===== config.mk =====
export PLATFORM = sky130hd
export DESIGN_NAME = cut_line_fold_ctl
export DESIGN_NICKNAME = d
export VERILOG_FILES = /design/src/rtl/fuzzy_pkg.sv /design/src/rtl/cut_combine_unit.sv /design/src/rtl/cut_line_fold_ctl.sv
export SDC_FILE = /design/constraint.sdc
export NUM_CORES = 1
export LEC_CHECK = 0
export ABC_AREA = 1
export ABC_CLOCK_PERIOD_IN_PS = 1900
export CORE_UTILIZATION = 40
export DETAILED_ROUTE_END_ITERATION = 7
export HOLD_SLACK_MARGIN = 0.1
export PLACE_DENSITY = 0.72
export SLEW_MARGIN = 5
export SYNTH_ARGS = -nofsm -noshare
export SYNTH_HDL_FRONTEND = slang
export SYNTH_HIERARCHICAL = 1
export SYNTH_SLANG_ARGS = --single-unit

===== constraint.sdc =====
create_clock -name clk -period 1.9 [get_ports clk]
set_clock_uncertainty 0.2 [all_clocks]
set_input_delay 0.38 -clock clk [delete_from_list [all_inputs] [get_ports clk]]
set_output_delay 0.38 -clock clk [all_outputs]
set_load 0.02 [all_outputs]

===== src/rtl/fuzzy_pkg.sv =====
// Shared fuzzy-logic types: default operand width, controller states and the
// bitwise cut-line combine used by both the datapath and its reference model.
package fuzzy_pkg;

   localparam int WIDTH_DEFAULT = 10;

   typedef bit [WIDTH_DEFAULT-1:0] LongBitSum;

   typedef enum logic [1:0] {
      IDLE,
      ACC,
      DONE
   } state_t;

   // Per bit: cut 0 selects min (AND), cut 1 selects max (OR).
   function automatic LongBitSum fuzzy_cut_combine(input LongBitSum cut,
                                                   input LongBitSum a,
                                                   input LongBitSum b);
      return (~cut & (a & b)) | (cut & (a | b));
   endfunction

endpackage


===== src/rtl/cut_combine_unit.sv =====
// Combinational per-bit cut-line combiner: z = min(x,y) where cut=0,
// max(x,y) where cut=1. Purely bitwise, no carries.
module cut_combine_unit #(
   parameter int WIDTH = 10
) (
   input  logic [WIDTH-1:0] cut,
   input  logic [WIDTH-1:0] x,
   input  logic [WIDTH-1:0] y,
   output logic [WIDTH-1:0] z
);

   assign z = (~cut & (x & y)) | (cut & (x | y));

endmodule


===== src/rtl/cut_line_fold_ctl.sv =====
// Folds a valid/ready stream of fuzzy operands into one accumulator per rule
// and hands the result, operand count and overflow flag downstream.
module cut_line_fold_ctl #(
   parameter int WIDTH   = fuzzy_pkg::WIDTH_DEFAULT,
   parameter int MAX_OPS = 16,
   localparam int CNT_W  = $clog2(MAX_OPS + 1)
) (
   input  logic             clk,
   input  logic             rst,
   input  logic             cfg_we,
   input  logic [WIDTH-1:0] cfg_cut,
   input  logic             in_valid,
   output logic             in_ready,
   input  logic [WIDTH-1:0] in_x,
   input  logic [WIDTH-1:0] in_cut,
   input  logic             in_use_cfg,
   input  logic             in_last,
   output logic             out_valid,
   input  logic             out_ready,
   output logic [WIDTH-1:0] out_z,
   output logic [CNT_W-1:0] out_count,
   output logic             out_ovf,
   output logic             busy
);
   import fuzzy_pkg::*;

   localparam logic [CNT_W-1:0] CNT_MAX = CNT_W'(MAX_OPS);
   localparam logic [CNT_W-1:0] CNT_ONE = CNT_W'(1);

   state_t           state, state_nxt;
   logic [WIDTH-1:0] acc, acc_nxt;
   logic [WIDTH-1:0] cut_reg, cut_eff, comb_z;
   logic [CNT_W-1:0] count, count_nxt;
   logic             ovf, ovf_nxt;
   logic             beat, take, first_beat;

   // in_ready is forced high while rst is held so upstream never sees a stall
   // from a DONE state that is about to be cleared.
   assign in_ready   = rst | (state != DONE) | out_ready;
   assign out_valid  = (state == DONE);
   assign busy       = (state != IDLE);
   assign beat       = in_valid & in_ready;
   assign take       = out_valid & out_ready;
   assign first_beat = beat & ((state == IDLE) | ((state == DONE) & take));
   assign cut_eff    = in_use_cfg ? cut_reg : in_cut;

   assign out_z      = acc;
   assign out_count  = count;
   assign out_ovf    = ovf;

   cut_combine_unit #(.WIDTH(WIDTH)) u_combine (
      .cut (cut_eff),
      .x   (acc),
      .y   (in_x),
      .z   (comb_z)
   );

   // NOTE: every next-state signal gets its hold value first, so no path
   // through this block leaves one unassigned and no latch is inferred.
   always_comb begin
      state_nxt = state;
      acc_nxt   = acc;
      count_nxt = count;
      ovf_nxt   = ovf;
      if (first_beat) begin
         acc_nxt   = in_x;
         count_nxt = CNT_ONE;
         ovf_nxt   = 1'b0;
         state_nxt = in_last ? DONE : ACC;
      end else if ((state == ACC) && beat) begin
         acc_nxt = comb_z;
         if (count == CNT_MAX) begin
            ovf_nxt = 1'b1;
         end else begin
            count_nxt = count + CNT_ONE;
         end
         state_nxt = in_last ? DONE : ACC;
      end else if ((state == DONE) && take) begin
         state_nxt = IDLE;
      end
   end

   // NOTE: state is updated with non-blocking assignments so every register
   // samples pre-edge values regardless of process ordering.
   always_ff @(posedge clk) begin
      if (rst) begin
         state <= IDLE;
         acc   <= '0;
         count <= '0;
         ovf   <= 1'b0;
      end else begin
         state <= state_nxt;
         acc   <= acc_nxt;
         count <= count_nxt;
         ovf   <= ovf_nxt;
      end
   end

   // A beat in the same cycle as a write still sees the old cut_reg.
   always_ff @(posedge clk) begin
      if (rst) begin
         cut_reg <= '0;
      end else if (cfg_we) begin
         cut_reg <= cfg_cut;
      end
   end

endmodule


**Yosys cells after proc, flatten, opt, wreduce, memory -nomap -nowiden**

Cells that the tools add are included.

- Flip-flop bits (word level): 28
- Latch bits: 0
- Memory bits (writable): 0
- ROM bits: 0
- Bits of input ports: 37
- Output and inout port bits: 19
- Word-level logic and storage cells: 46
- Memories kept: 0

- Add/subtract/negate cells: 1
- Multipliers: 0
- Divide/modulo/power cells: 0
- Magnitude comparators: 0
- Equal/unequal tests: 5
- Shift-type cells: 0
- Muxes and demuxes: 10
- Bitwise logic cells: 14
- Reduce and logical (&&, ||, !) cells: 10

Operator list:

| operator | number |
|---|---|
| $and A10 B10 Y10 | 3 |
| $mux W10 | 3 |
| $or A10 B10 Y10 | 2 |
| $not A10 Y10 | 1 |
| $mux W2 | 4 |
| $reduce_and A2 Y1 | 3 |
| $add A5 B1 Y5 const B | 1 |
| $eq A5 B5 Y1 const B | 1 |
| $and A1 B1 Y1 | 4 |
| $ne A2 B2 Y1 const B | 2 |
| $reduce_bool A2 Y1 | 2 |
| $mux W1 | 3 |
| $or A1 B1 Y1 | 3 |
| $reduce_bool A3 Y1 | 1 |
| $eq A2 B1 Y1 const B | 1 |
| $eq A2 B2 Y1 const B | 1 |
| $logic_and A1 B1 Y1 | 2 |
| $logic_not A2 Y1 | 1 |
| $reduce_or A2 Y1 | 1 |
| $not A1 Y1 | 1 |

**Logic depth before layout (Yosys ltp)**

- Depth after elaboration: 7
- Gate-level depth with buffers: 9
- Mapped depth without buffers: 9

**Modules after synthesis**

Netlist, hierarchy kept.

Modules (own cells, without submodules):

| module | times used | cells an instance | area an instance (um^2) | seq. area each (um^2) |
|---|---|---|---|---|
| cut_line_fold_ctl | 1 | 204 | 1,440.1 | 560.5 |
| cut_combine_unit | 1 | 40 | 162.7 | 0.0 |

**Worst setup path after synthesis**

OpenSTA, ideal clock, no wires.

- Path type: input port to flip-flop
- From: input port in_use_cfg
- To: register acc[0] (netlist: out_z[0])
- Library setup time: 132 ps
- Arrival: 1,238 ps
- Data required time: 1,568 ps
- Slack: 330 ps
- Stages: 8
- Path buffers: 1
- Path through: buf_2 > mux2_2 > nor2_1 > a21oi_1 > nand2_1 > nand2_1 > nand2_1 > a21oi_1

- Longest elaborated chain between the ends: 6
- Elaborated cells between the ends (all ways): 7
- Classes of those cells: 3 x mux; 4 x bitwise

Ends and longest elaborated chain:

| element | line | text |
|---|---|---|
| start: declaration | cut_line_fold_ctl.sv:16 | `input logic in_use_cfg,` |
| $mux W10 * | cut_line_fold_ctl.sv:45 | `assign cut_eff = in_use_cfg ? cut_reg : in_cut;` |
| via cut_eff[0] | cut_line_fold_ctl.sv:32 | `logic [WIDTH-1:0] cut_reg, cut_eff, comb_z;` |
| $not A10 Y10 | cut_combine_unit.sv:12 | `assign z = (~cut & (x & y)) \| (cut & (x \| y));` |
| $and A10 B10 Y10 | cut_combine_unit.sv:12 |  |
| $or A10 B10 Y10 * | cut_combine_unit.sv:12 |  |
| via comb_z[0] | cut_line_fold_ctl.sv:32 |  |
| $mux W10 * | cut_line_fold_ctl.sv:70 | `end else if ((state == ACC) && beat) begin` |
| $mux W10 * | cut_line_fold_ctl.sv:65 | `if (first_beat) begin` |
| end signal: assignment | cut_line_fold_ctl.sv:93 | `acc <= acc_nxt;` |
| end: declaration | cut_line_fold_ctl.sv:31 | `logic [WIDTH-1:0] acc, acc_nxt;` |

Mark *: on every way through the listed nets, which the timed path passes. The rest lies on a longest branch. The select of a mux whose other input is x is not followed.
A chain may end at the register's enable or synchronous reset.

**Worst setup path in the final report**

- From: register acc[7] (netlist: out_z[7])
- To: output port out_z[7]

RTL lines:

| element | line | text |
|---|---|---|
| end: declaration | cut_line_fold_ctl.sv:20 | `output logic [WIDTH-1:0] out_z,` |

No word-level cell between the ends.

==> impl_metrics.env <==
export IMPL_status="completed"
export IMPL_final_area_mm2=0.002354
export IMPL_core_area_mm2=0.003744
export IMPL_synth_top_area_share=0.3497
export IMPL_crit_slowest_cell="clkdlybuf4s50_1"
export IMPL_grt_first_pass_wirelength_mm=6.665
export IMPL_crit_family="buffers and inverters"
export IMPL_worstSetupPathType="reg -> out"
export IMPL_hold_buffers=0
export IMPL_first_iter_violations=60
export IMPL_place_area_mm2=0.002265
export IMPL_cts_sinks=28
export IMPL_postCtsSetupRepairBufs=0
export IMPL_drive_gt1_frac=0.1020
export IMPL_setup_viol=0
export IMPL_worstHoldEndpoint="out_ovf$_SDFFE_PP0P_"
export IMPL_fin_setup_tns_ns=0
export IMPL_synth_area_leaders="dfxtp_1 35%, nand2_1 13%, a21oi_1 8.4%, nor2_1 8.4%, inv_1 7.0%"
export IMPL_synthesis_area_mm2=0.001603
export IMPL_antenna_found_initial=0
export IMPL_gp_congestion=0.7771
export IMPL_ir_worst_vdd_mv=0.3019
export IMPL_period_minus_slack_ns=1.869
export IMPL_ys_ff_latch=28
export IMPL_path_max_fanout=4
export IMPL_final_max_slew_viol_count=0
export IMPL_fp_dieH_um=65.30
export IMPL_cp_required_ns=1.32
export IMPL_critPathCaptureType="output port"
export IMPL_rsz0062_at_grt="no"
export IMPL_start_util=0.4281
export IMPL_max_clock_freq_mhz=534.9
export IMPL_r2r_setup_slack_ns=0.30
export IMPL_synth_nets=283
export IMPL_synth_top_area_cell="dfxtp_1"
export IMPL_nets=344
export IMPL_wl_per_cell_um=11.39
export IMPL_post_route_drc_count=0
export IMPL_fin_crit_sh=0.9839
export IMPL_dr_pass1_iters=4
export IMPL_grtUsageMet1=0.2660
export IMPL_hold_viol=0
export IMPL_portBuffers=55
export IMPL_gr_usage_all_layers=0.1980
export IMPL_grt_ovfl_total=0
export IMPL_slew_headroom=0.7516
export IMPL_htree_levels=1
export IMPL_synth_avg_cell_area_um2=6.569
export IMPL_pin_count=56
export IMPL_num_vias=1744
export IMPL_hp_class="reg -> reg"
export IMPL_whs_path_depth=2
export IMPL_final_cell_mix="56 x nand2_1, 39 x clkdlybuf4s50_1, 36 x nor2_1, 30 x inv_1, 28 x dfxtp_1"
export IMPL_drt_total_wl_mm=4.011
export IMPL_r2r_end="out_z[3]$_SDFFE_PP0P_"
export IMPL_clock_latency_ns=0.27
export IMPL_diodes=0
export IMPL_cts_root_buf="clkbuf_8"
export IMPL_syn_inst=244
export IMPL_hp_start="out_ovf$_SDFFE_PP0P_"
export IMPL_use_met3=0.03472
export IMPL_r2r_start="state[1]$_SDFFE_PP0P_"
export IMPL_die_w_um=65.30
export IMPL_drv_cap=0
export IMPL_hpwl_mm=3.007
export IMPL_grt_max_degree=17
export IMPL_rows=22
export IMPL_cts_made_buffers=3
export IMPL_cts_tree="built"
export IMPL_dp_slack_ns=-0.2864
export IMPL_yosys_cell_types_count=21
export IMPL_yosys_warnings=6
export IMPL_clk_pin_slew_ns=0.10
export IMPL_crit_arrival_ns=1.29
export IMPL_ctsLongestPathBuffers=2
export IMPL_powerDensity_mw_per_mm2=674.9
export IMPL_crit_path_max_incr_delay_ns=0.62
export IMPL_ys_seq_area_frac=0.3497
export IMPL_final_common_cell="nand2_1"
export IMPL_crit_buf_inv=1
export IMPL_dieArea_mm2=0.004264
export IMPL_grt_pass1_vias=1522
export IMPL_use_met2=0.3222
export IMPL_crit_chain="clkdlybuf4s50_1"
export IMPL_top_usage_layer="met2"
export IMPL_vias_per_cell=4.955
export IMPL_start_kind="flop"
export IMPL_reg2reg_depth=8
export IMPL_final_antenna_net_count=0
export IMPL_tightest_slew_ns=0.3721
export IMPL_fin_ws_ns=0.03062
export IMPL_syn_to_final_growth_pct=46.84
export IMPL_whs_ns=0.2893
export IMPL_leakage_nw=1.227
==> layer usage <==
metal  vias to the layer above  wire [µm]  share of wire
met5                         -          0              0
met4                         0         25         0.0062
met3                         4        266          0.066
met2                        56       1845           0.46
met1                       780       1872           0.47
li1                        904          -              -
==> what timing repair did <==
action / in CTS / in global routing
hold endpoints to repair: 0 / 0
pin swaps: 0 / 1
setup endpoints to repair: 5 / 12
resized for setup: 7 / 12
gates cloned: 0 / 0
==> where the power goes <==
part	switching (W)	internal (W)	leakage (nW)
registers	0.0000383	0.000633	0.231
clock network	0.000189	0.000282	0.0357
logic	0.000222	0.000225	0.960
==> per-stage QoR <==
step                        util  std cells  total power [W]
final                     0.6287        352         0.001588
after floorplan                -        244        0.0009269
after detailed placement  0.6049        348         0.001139
after CTS                 0.6230        352         0.001607
after global routing      0.6287        352         0.001679
after global placement    0.6049        348         0.001133
==> worst max-delay path by stage <==
stage,start,endpoint,cells after the start
3_5_place_dp,rst,in_ready,4
5_1_grt,out_z[7]$_SDFFE_PP0P_,out_z[7],1
2_1_floorplan,in_use_cfg,out_z[0]$_SDFFE_PP0P_,8
3_3_place_gp,rst,in_ready,4
6_report,out_z[7]$_SDFFE_PP0P_,out_z[7],1
4_1_cts,out_count[4]$_SDFFE_PP0P_,out_count[4],1
==> synth_stat cells <==
cell type,n
nand2_1,56
buf_2,3
nor2_2,1
o21ai_0,12
inv_1,30
nand2_2,2
xor2_1,1
buf_1,1
clkinv_1,1
mux2_2,10
a21oi_1,27
clkbuf_1,4
nor2_1,36
dfxtp_1,28
nand3_2,1
ha_1,2
buf_4,1
xnor2_1,1
buf_6,2
nand3_1,15
nand4_1,10
==> final cells by class <==
type | instances | area (µm²)
Clock buffer | 3 | 41.29
Tap cell | 48 | 60.06
Multi-Input combinational cell | 174 | 862.1
Fill cell | 358 | 1390
Inverter | 31 | 116.4
Timing Repair Buffer | 67 | 683.2
Clock inverter | 1 | 30.03
Sequential cell | 28 | 560.5
==> logic make-up after synthesis <==
logic type | count (synthesis) | share of synthesized area
xor gates and xnor gates | 2 | 0.01093
DFF | 28 | 0.3497
AOI/OAI and AO/OA | 39 | 0.1218
muxes | 10 | 0.07026
and+or+nand+nor | 121 | 0.3193
buffers and inverters | 42 | 0.1124
adders and majority gates | 2 | 0.01561
No activity file was read; power rests on OpenSTA's default activity.
